$ cat config.mk
export PLATFORM = sky130hd
export DESIGN_NAME = qspi_rx_word_assembler_flat
export DESIGN_NICKNAME = d
export VERILOG_FILES = /design/src/rtl/qspi_rx_word_assembler_pkg.sv /design/src/rtl/qspi_rx_word_assembler_if.sv /design/src/rtl/qspi_rx_word_assembler.sv /design/src/flat_wrapper.sv
export SDC_FILE = /design/constraint.sdc
export NUM_CORES = 1
export LEC_CHECK = 0
export CELL_PAD_IN_SITES_DETAIL_PLACEMENT = 1
export CELL_PAD_IN_SITES_GLOBAL_PLACEMENT = 1
export CORE_UTILIZATION = 32
export CTS_BUF_LIST = sky130_fd_sc_hd__clkbuf_16
export DETAILED_ROUTE_END_ITERATION = 8
export HOLD_SLACK_MARGIN = 0.03
export PLACE_DENSITY_LB_ADDON = 0.1
export SYNTH_ARGS = -nofsm -noshare
export SYNTH_HDL_FRONTEND = slang
export SYNTH_SLANG_ARGS = --single-unit
$ cat constraint.sdc
create_clock -name clk -period 3 [get_ports clk]
set_input_delay 0.6 -clock clk [delete_from_list [all_inputs] [get_ports clk]]
set_output_delay 0.6 -clock clk [all_outputs]
set_load 0.01 [all_outputs]
$ cat src/rtl/qspi_rx_word_assembler_pkg.sv
// Shared QSPI receive types and helpers: FSM states, lane modes,
// lane decode (also used by the sampling register) and byte swap.
package qspi_pkg;

  typedef enum logic [2:0] {
    IDLE,
    RUN,
    CAPTURE,
    DRAIN,
    DONE
  } rx_asm_state_t;

  typedef enum logic [1:0] {
    LANE_1,
    LANE_2,
    LANE_4,
    LANE_NONE
  } lane_mode_t;

  // Widest lane mode wins when several are set.
  function automatic lane_mode_t lane_decode(
    input logic u1,
    input logic u2,
    input logic u4
  );
    lane_mode_t m;
    if (u4)      m = LANE_4;
    else if (u2) m = LANE_2;
    else if (u1) m = LANE_1;
    else         m = LANE_NONE;
    return m;
  endfunction

  function automatic logic [5:0] lane_bits(input lane_mode_t m);
    logic [5:0] b;
    unique case (m)
      LANE_4:  b = 6'd4;
      LANE_2:  b = 6'd2;
      LANE_1:  b = 6'd1;
      default: b = 6'd0;
    endcase
    return b;
  endfunction

  function automatic logic [31:0] byte_swap32(input logic [31:0] w);
    return {w[7:0], w[15:8], w[23:16], w[31:24]};
  endfunction

endpackage

$ cat src/rtl/qspi_rx_word_assembler_if.sv
// Word handshake towards the RX FIFO.
// master: drives word_valid/word_data/word_bytes, receives word_ready.
interface qspi_rx_word_assembler_if;
  logic        word_valid;
  logic        word_ready;
  logic [31:0] word_data;
  logic [2:0]  word_bytes;

  modport master (
    output word_valid,
    output word_data,
    output word_bytes,
    input  word_ready
  );

  modport slave (
    input  word_valid,
    input  word_data,
    input  word_bytes,
    output word_ready
  );
endinterface

$ cat src/rtl/qspi_rx_word_assembler.sv
// QSPI read-data word assembler: counts samples per lane mode, captures
// left-justified (optionally byte-swapped) words and offers them to the
// RX FIFO. Ports: clk, rst (sync, high), xfer_start/abort/len, lane mode
// inputs, sample_en/sample_data, wif (master handshake), busy, xfer_done,
// overrun.
module qspi_rx_word_assembler
  import qspi_pkg::*;
#(
  parameter int LEN_W     = 16,
  parameter bit BYTE_SWAP = 1'b1
) (
  input  logic             clk,
  input  logic             rst,
  input  logic             xfer_start,
  input  logic             xfer_abort,
  input  logic [LEN_W-1:0] xfer_len,
  input  logic             use_1_io_lines_in,
  input  logic             use_2_io_lines_in,
  input  logic             use_4_io_lines_in,
  input  logic             sample_en,
  input  logic [31:0]      sample_data,
  qspi_rx_word_assembler_if.master wif,
  output logic             busy,
  output logic             xfer_done,
  output logic             overrun
);

  rx_asm_state_t    state_q, state_d;
  lane_mode_t       lane_q, lane_d;
  logic [LEN_W-1:0] left_q, left_d;
  logic [5:0]       cnt_q, cnt_d;
  logic             vld_q, vld_d;
  logic [31:0]      data_q, data_d;
  logic [2:0]       nb_q, nb_d;
  logic             ovr_q, ovr_d;

  logic [5:0]  bps;
  logic [5:0]  sum;
  logic [2:0]  n;
  logic [2:0]  pad;
  logic [5:0]  target;
  logic [31:0] w_sh;
  logic [31:0] w_new;

  assign bps    = lane_bits(lane_q);
  assign sum    = cnt_q + bps;
  assign n      = (left_q >= LEN_W'(4)) ? 3'd4 : left_q[2:0];
  assign pad    = 3'd4 - n;
  assign target = {n, 3'b000};
  assign w_sh   = sample_data << {pad, 3'b000};
  assign w_new  = BYTE_SWAP ? byte_swap32(w_sh) : w_sh;

  always_comb begin
    state_d = state_q;
    lane_d  = lane_q;
    left_d  = left_q;
    cnt_d   = cnt_q;
    vld_d   = vld_q;
    data_d  = data_q;
    nb_d    = nb_q;
    ovr_d   = ovr_q;

    if (vld_q && wif.word_ready) vld_d = 1'b0;

    unique case (state_q)
      IDLE: begin
        if (xfer_start) begin
          lane_d  = lane_decode(use_1_io_lines_in,
                                use_2_io_lines_in,
                                use_4_io_lines_in);
          left_d  = xfer_len;
          cnt_d   = 6'd0;
          ovr_d   = 1'b0;
          state_d = (xfer_len == '0) ? DONE : RUN;
        end
      end
      RUN: begin
        if (sample_en && bps != 6'd0) begin
          if (sum == target) begin
            cnt_d   = 6'd0;
            state_d = CAPTURE;
          end else begin
            cnt_d = sum;
          end
        end
      end
      CAPTURE: begin
        // A word still waiting (not taken this cycle) blocks the new one.
        if (vld_q && !wif.word_ready) begin
          ovr_d = 1'b1;
        end else begin
          vld_d  = 1'b1;
          data_d = w_new;
          nb_d   = n;
        end
        left_d = left_q - LEN_W'(n);
        // Flash keeps clocking: a sample here starts the next word.
        cnt_d   = (sample_en) ? bps : 6'd0;
        state_d = (left_q == LEN_W'(n)) ? DRAIN : RUN;
      end
      DRAIN: begin
        if (!vld_q) state_d = DONE;
      end
      DONE: state_d = IDLE;
      default: state_d = IDLE;
    endcase

    if (xfer_abort) begin
      state_d = IDLE;
      lane_d  = lane_q;
      left_d  = '0;
      cnt_d   = 6'd0;
      vld_d   = 1'b0;
      ovr_d   = ovr_q;
    end
  end

  always_ff @(posedge clk) begin
    if (rst) begin
      state_q <= IDLE;
      lane_q  <= LANE_NONE;
      left_q  <= '0;
      cnt_q   <= 6'd0;
      vld_q   <= 1'b0;
      data_q  <= 32'd0;
      nb_q    <= 3'd0;
      ovr_q   <= 1'b0;
    end else begin
      state_q <= state_d;
      lane_q  <= lane_d;
      left_q  <= left_d;
      cnt_q   <= cnt_d;
      vld_q   <= vld_d;
      data_q  <= data_d;
      nb_q    <= nb_d;
      ovr_q   <= ovr_d;
    end
  end

  assign wif.word_valid = vld_q;
  assign wif.word_data  = data_q;
  assign wif.word_bytes = nb_q;
  assign busy           = (state_q != IDLE);
  assign xfer_done      = (state_q == DONE);
  assign overrun        = ovr_q;

endmodule

$ cat src/flat_wrapper.sv
// flat-port wrapper written by rule: the top's interface ports become plain ports
module qspi_rx_word_assembler_flat import qspi_pkg::*;
#(
  parameter int LEN_W     = 16,
  parameter bit BYTE_SWAP = 1'b1
)
  (clk, rst, xfer_start, xfer_abort, xfer_len, use_1_io_lines_in, use_2_io_lines_in, use_4_io_lines_in, sample_en, sample_data, busy, xfer_done, overrun, wif_word_valid, wif_word_data, wif_word_bytes, wif_word_ready);
  qspi_rx_word_assembler_if wif_i ();
  input  logic clk;
  input  logic rst;
  input  logic xfer_start;
  input  logic xfer_abort;
  input  logic [LEN_W-1:0] xfer_len;
  input  logic use_1_io_lines_in;
  input  logic use_2_io_lines_in;
  input  logic use_4_io_lines_in;
  input  logic sample_en;
  input  logic [31:0] sample_data;
  output logic busy;
  output logic xfer_done;
  output logic overrun;
  output wire logic [$bits(wif_i.word_valid)-1:0] wif_word_valid;
  output wire logic [$bits(wif_i.word_data)-1:0] wif_word_data;
  output wire logic [$bits(wif_i.word_bytes)-1:0] wif_word_bytes;
  input wire logic [$bits(wif_i.word_ready)-1:0] wif_word_ready;
  assign wif_word_valid = wif_i.word_valid;
  assign wif_word_data = wif_i.word_data;
  assign wif_word_bytes = wif_i.word_bytes;
  assign wif_i.word_ready = wif_word_ready;
  qspi_rx_word_assembler #(.LEN_W(LEN_W), .BYTE_SWAP(BYTE_SWAP)) u_core (.clk(clk), .rst(rst), .xfer_start(xfer_start), .xfer_abort(xfer_abort), .xfer_len(xfer_len), .use_1_io_lines_in(use_1_io_lines_in), .use_2_io_lines_in(use_2_io_lines_in), .use_4_io_lines_in(use_4_io_lines_in), .sample_en(sample_en), .sample_data(sample_data), .wif(wif_i), .busy(busy), .xfer_done(xfer_done), .overrun(overrun));
endmodule
==> summary by stage <==
Clock tree
The longest clock path from root to sink contains 2 buffers. The sink count of the clock tree is 64. The clock root buffer master is sky130_fd_sc_hd__clkbuf_16. TritonCTS built the clock tree. The H-tree generated during clock tree synthesis spans 3 levels. For this design, the CTS-stage hold fixing added 0 buffers. The clock transition time at the flip-flop clock pins of the worst setup and hold paths is 0.06 ns. In this run, post-CTS repair resized a total of 0 instances. The total setup buffers inserted after CTS is 0. The later pin in the worst-skew pair is clocked with a latency of 0.34 ns. The total CTS buffers is 9.

Drt
After detailed routing, the number of vias per cell comes to 5.44. The routed wirelength normalized by instance count is 18.2 um. The DRC violation total after the first TritonRoute iteration is 107. The final route contains 3664 vias. The remaining design rule violation count is 0. The pre-antenna-repair detailed-routing pass consisted of 4 iterations. The number of antenna-violating nets in the routed design is 0.

The routed wire length is 12200 um.

Critical path
The endpoint of the worst register-to-register path is u_core.wif.word_data[2]. The worst reg-to-reg path cell count is 7. The capture point of the critical path is u_core.wif.word_data[2].

In this run the worst path has a maximum fanout of 16. The endpoint type of the worst setup path is a register. The worst flop-to-flop path startpoint is u_core.left_q[3]. The worst setup path is launched from a register. For flop-to-flop paths, the worst setup slack is 0.19 ns. The data required time at the worst endpoint is 3.27 ns. The most critical setup path has its startpoint at u_core.left_q[3].

The worst setup path is of the register to register kind. The data arrival time of the critical path is 3.08 ns.

Timing
Setup repair after global routing left no endpoint under its margin. The final critical path takes up 93.6% of the cycle. The final max-slew violation count is 0. The post-layout minimum cycle time is 2.81 ns. The worst slew margin relative to its limit is 54.9%. Setup violations remaining at the end of the flow were counted as 0.

The number of hold-slack violations in the final timing report is 0. For the pin with the worst max-slew slack, the measured transition is 0.673 ns. The clock skew after layout is 0.00656 ns. The final total negative setup slack is 0 ns. The post-route worst hold slack is 0.485 ns. After layout, the worst setup slack is 0.192 ns. The fmax is 356 MHz.

Logic synthesis
Counting flops with a built-in enable in the synthesized netlist gives 0. Synthesis produced a netlist whose cell count is 440. Each instance of the synthesized netlist takes up on average 7.94 um2. During synthesis, Yosys emitted a total of 0 warnings.

After synthesis, the cell types taking the most area are sky130_fd_sc_hd__dfxtp_1 (37%), sky130_fd_sc_hd__nor2_1 (8.3%), sky130_fd_sc_hd__mux2i_1 (7.2%). The largest area contributor in the synthesized netlist is sky130_fd_sc_hd__dfxtp_1. For this run, the leading register cell type out of synthesis is sky130_fd_sc_hd__dfxtp_1.

The synthesized netlist contains 55 unique library cells. The post-synthesis net count is 503. The post-synth design cell area is 0.00349 mm2. Counting flops with an async set or reset pin after synthesis yields a share of 0%. The portion of synthesized cell area occupied by the leading cell type is 36.7%.

The sequential cell area fraction in the yosys report is 36.7%. The register bit count reported by yosys is 64.

Power and ir drop
The power per cell area is 458 mW/mm2. The static leakage power is 0.00194 uW. VDD sags by at most 276 uV.

Worst hold path
The worst hold path was traced through 2 stages. The class of the tightest hold or removal check is register to register.

Floorplan
Row generation in the floorplan step produced 37 rows. The floorplan step set the die width to 106 um. The floorplan step set the die height to 106 um.

The starting density of the core is 33.4%. During I/O placement, the number of pins put on the boundary was 96. The region available for standard cell placement spans 0.0105 mm2. The floorplan step defined a die boundary enclosing 0.0113 mm2.

Finish
In the layout the commonest cells are sky130_fd_sc_hd__clkdlybuf4s50_1 (95), sky130_fd_sc_hd__nor2_1 (77), sky130_fd_sc_hd__dfxtp_1 (64), sky130_fd_sc_hd__nand2_1 (36), sky130_fd_sc_hd__a21oi_1 (30). 0 antenna diodes ended up in the layout. The most common cell after layout, fill and taps aside is sky130_fd_sc_hd__clkdlybuf4s50_1. The post-layout net count is 597. The multi-input combinational cells in the finished layout cover a total of 0.00205 mm2.

The ratio of cells with drive above 1 in the final layout is 7.25%. The layout has 1305 filler cells. From synthesis to final layout, the design area changed by 40.6%. The sequential cells in the finished layout cover a total of 0.00128 mm2.

GRT
Global routing used 22.3% of the available tracks across all layers. Global routing finished with a remaining overflow of 0. The first global-routing pass estimated 19500 um of wire. Entering global routing, the biggest net connects 40 pins.

The number of antenna violations at the first check in global routing came to 0. The via count of the first global-routing pass is 3787.

Place
Input and output buffers added on the ports amount to 95. At the end of routability-driven placement, the weighted congestion stood at 0.805. Timing analysis after detailed placement gives a worst setup slack of 0.201 ns. The placed wire-length estimate after detailed placement is 9000 um.

Run
Across the run, the number of max-cap violations was 0.

Outcome
The flow ran to the end, and the final reports show no timing, DRC or antenna violations.
[per-layer routing]
layer / routed length (um) / track usage (%) / up-vias
met1: 5200 / 25.6 / 1760
met3: 847 / 6.62 / 19
met2: 5940 / 38.9 / 99
li1: - / - / 1786
met4: 258 / 8.32 / 0
met5: 0 / 0 / -
[worst min-delay path by stage]
stage                                        start                  endpoint  slack, ns
after floorplan                  u_core.left_q[15]         u_core.left_q[15]       0.46
after global placement    u_core.wif.word_data[16]  u_core.wif.word_data[16]       0.46
after detailed placement   u_core.wif.word_data[6]   u_core.wif.word_data[6]       0.48
after CTS                 u_core.wif.word_data[21]  u_core.wif.word_data[21]       0.49
after global routing      u_core.wif.word_data[19]  u_core.wif.word_data[19]       0.52
final                     u_core.wif.word_data[21]  u_core.wif.word_data[21]       0.49
[worst max-delay path, cell delays in order, from the launching register on]
cell	delay (ns)
sky130_fd_sc_hd__dfxtp_1	0.37
sky130_fd_sc_hd__or4_4	0.58
sky130_fd_sc_hd__or4_1	0.55
sky130_fd_sc_hd__ha_1	0.24
sky130_fd_sc_hd__nor3_1	0.28
sky130_fd_sc_hd__o21ba_2	0.44
sky130_fd_sc_hd__a32oi_1	0.17
sky130_fd_sc_hd__nor2_1	0.11
[registers in the layout, summed over array words and instances, names as in the netlist]
| signal | count |
|---|---|
| u_core.left_q | 16 |
| u_core.wif.word_valid | 1 |
| u_core.wif.word_data | 32 |
| u_core.state_q | 3 |
| u_core.lane_q | 2 |
| u_core.cnt_q | 6 |
| u_core.overrun | 1 |
| u_core.wif.word_bytes | 3 |
[kinds of logic after synthesis]
logic type               share of synthesized area, %
buffers and inverters                            4.80
XOR/XNOR                                         1.93
other                                           0.107
flip-flops                                       36.7
AO/OA/AOI/OAI                                    22.0
multiplexers                                     7.49
adder cells (fa/ha/maj)                          2.36
AND/OR/NAND/NOR                                  24.7
[final cells by class]
cell class,count,area share (%)
multi-input cells,338,41.7
flip-flops and latches,64,26.1
repair buffers,114,22.5
clock buffers,9,4.58
well taps,136,3.46
clock inverters,6,1.04
inverters,7,0.560
[through the flow]
stage	utilization (%)	std cells	power, uW	instance area (um2)
2_1_floorplan	-	440	1080	3500
3_3_place_gp	44.3	659	1240	4640
3_5_place_dp	44.3	659	1250	4640
4_1_cts	47.0	674	2260	4910
5_1_grt	47.0	674	2330	4910
6_report	47.0	674	2250	4910
[where the power goes]
group	internal, uW	total (uW)	switching, uW
Clock	626	1010	384
Sequential	866	883	16.8
Combinational	166	354	188
Total	1660	2250	589
[synth_stat cells (all sizes together), types with 8 or more instances]
library cell,n
a22oi,18
mux2i,25
nor3,15
nor4,8
dfxtp,64
clkbuf,24
nand2,36
a32oi,10
nand3,11
a21oi,30
o21ai,24
nor2,77
Power figures use the tool's default switching activity.
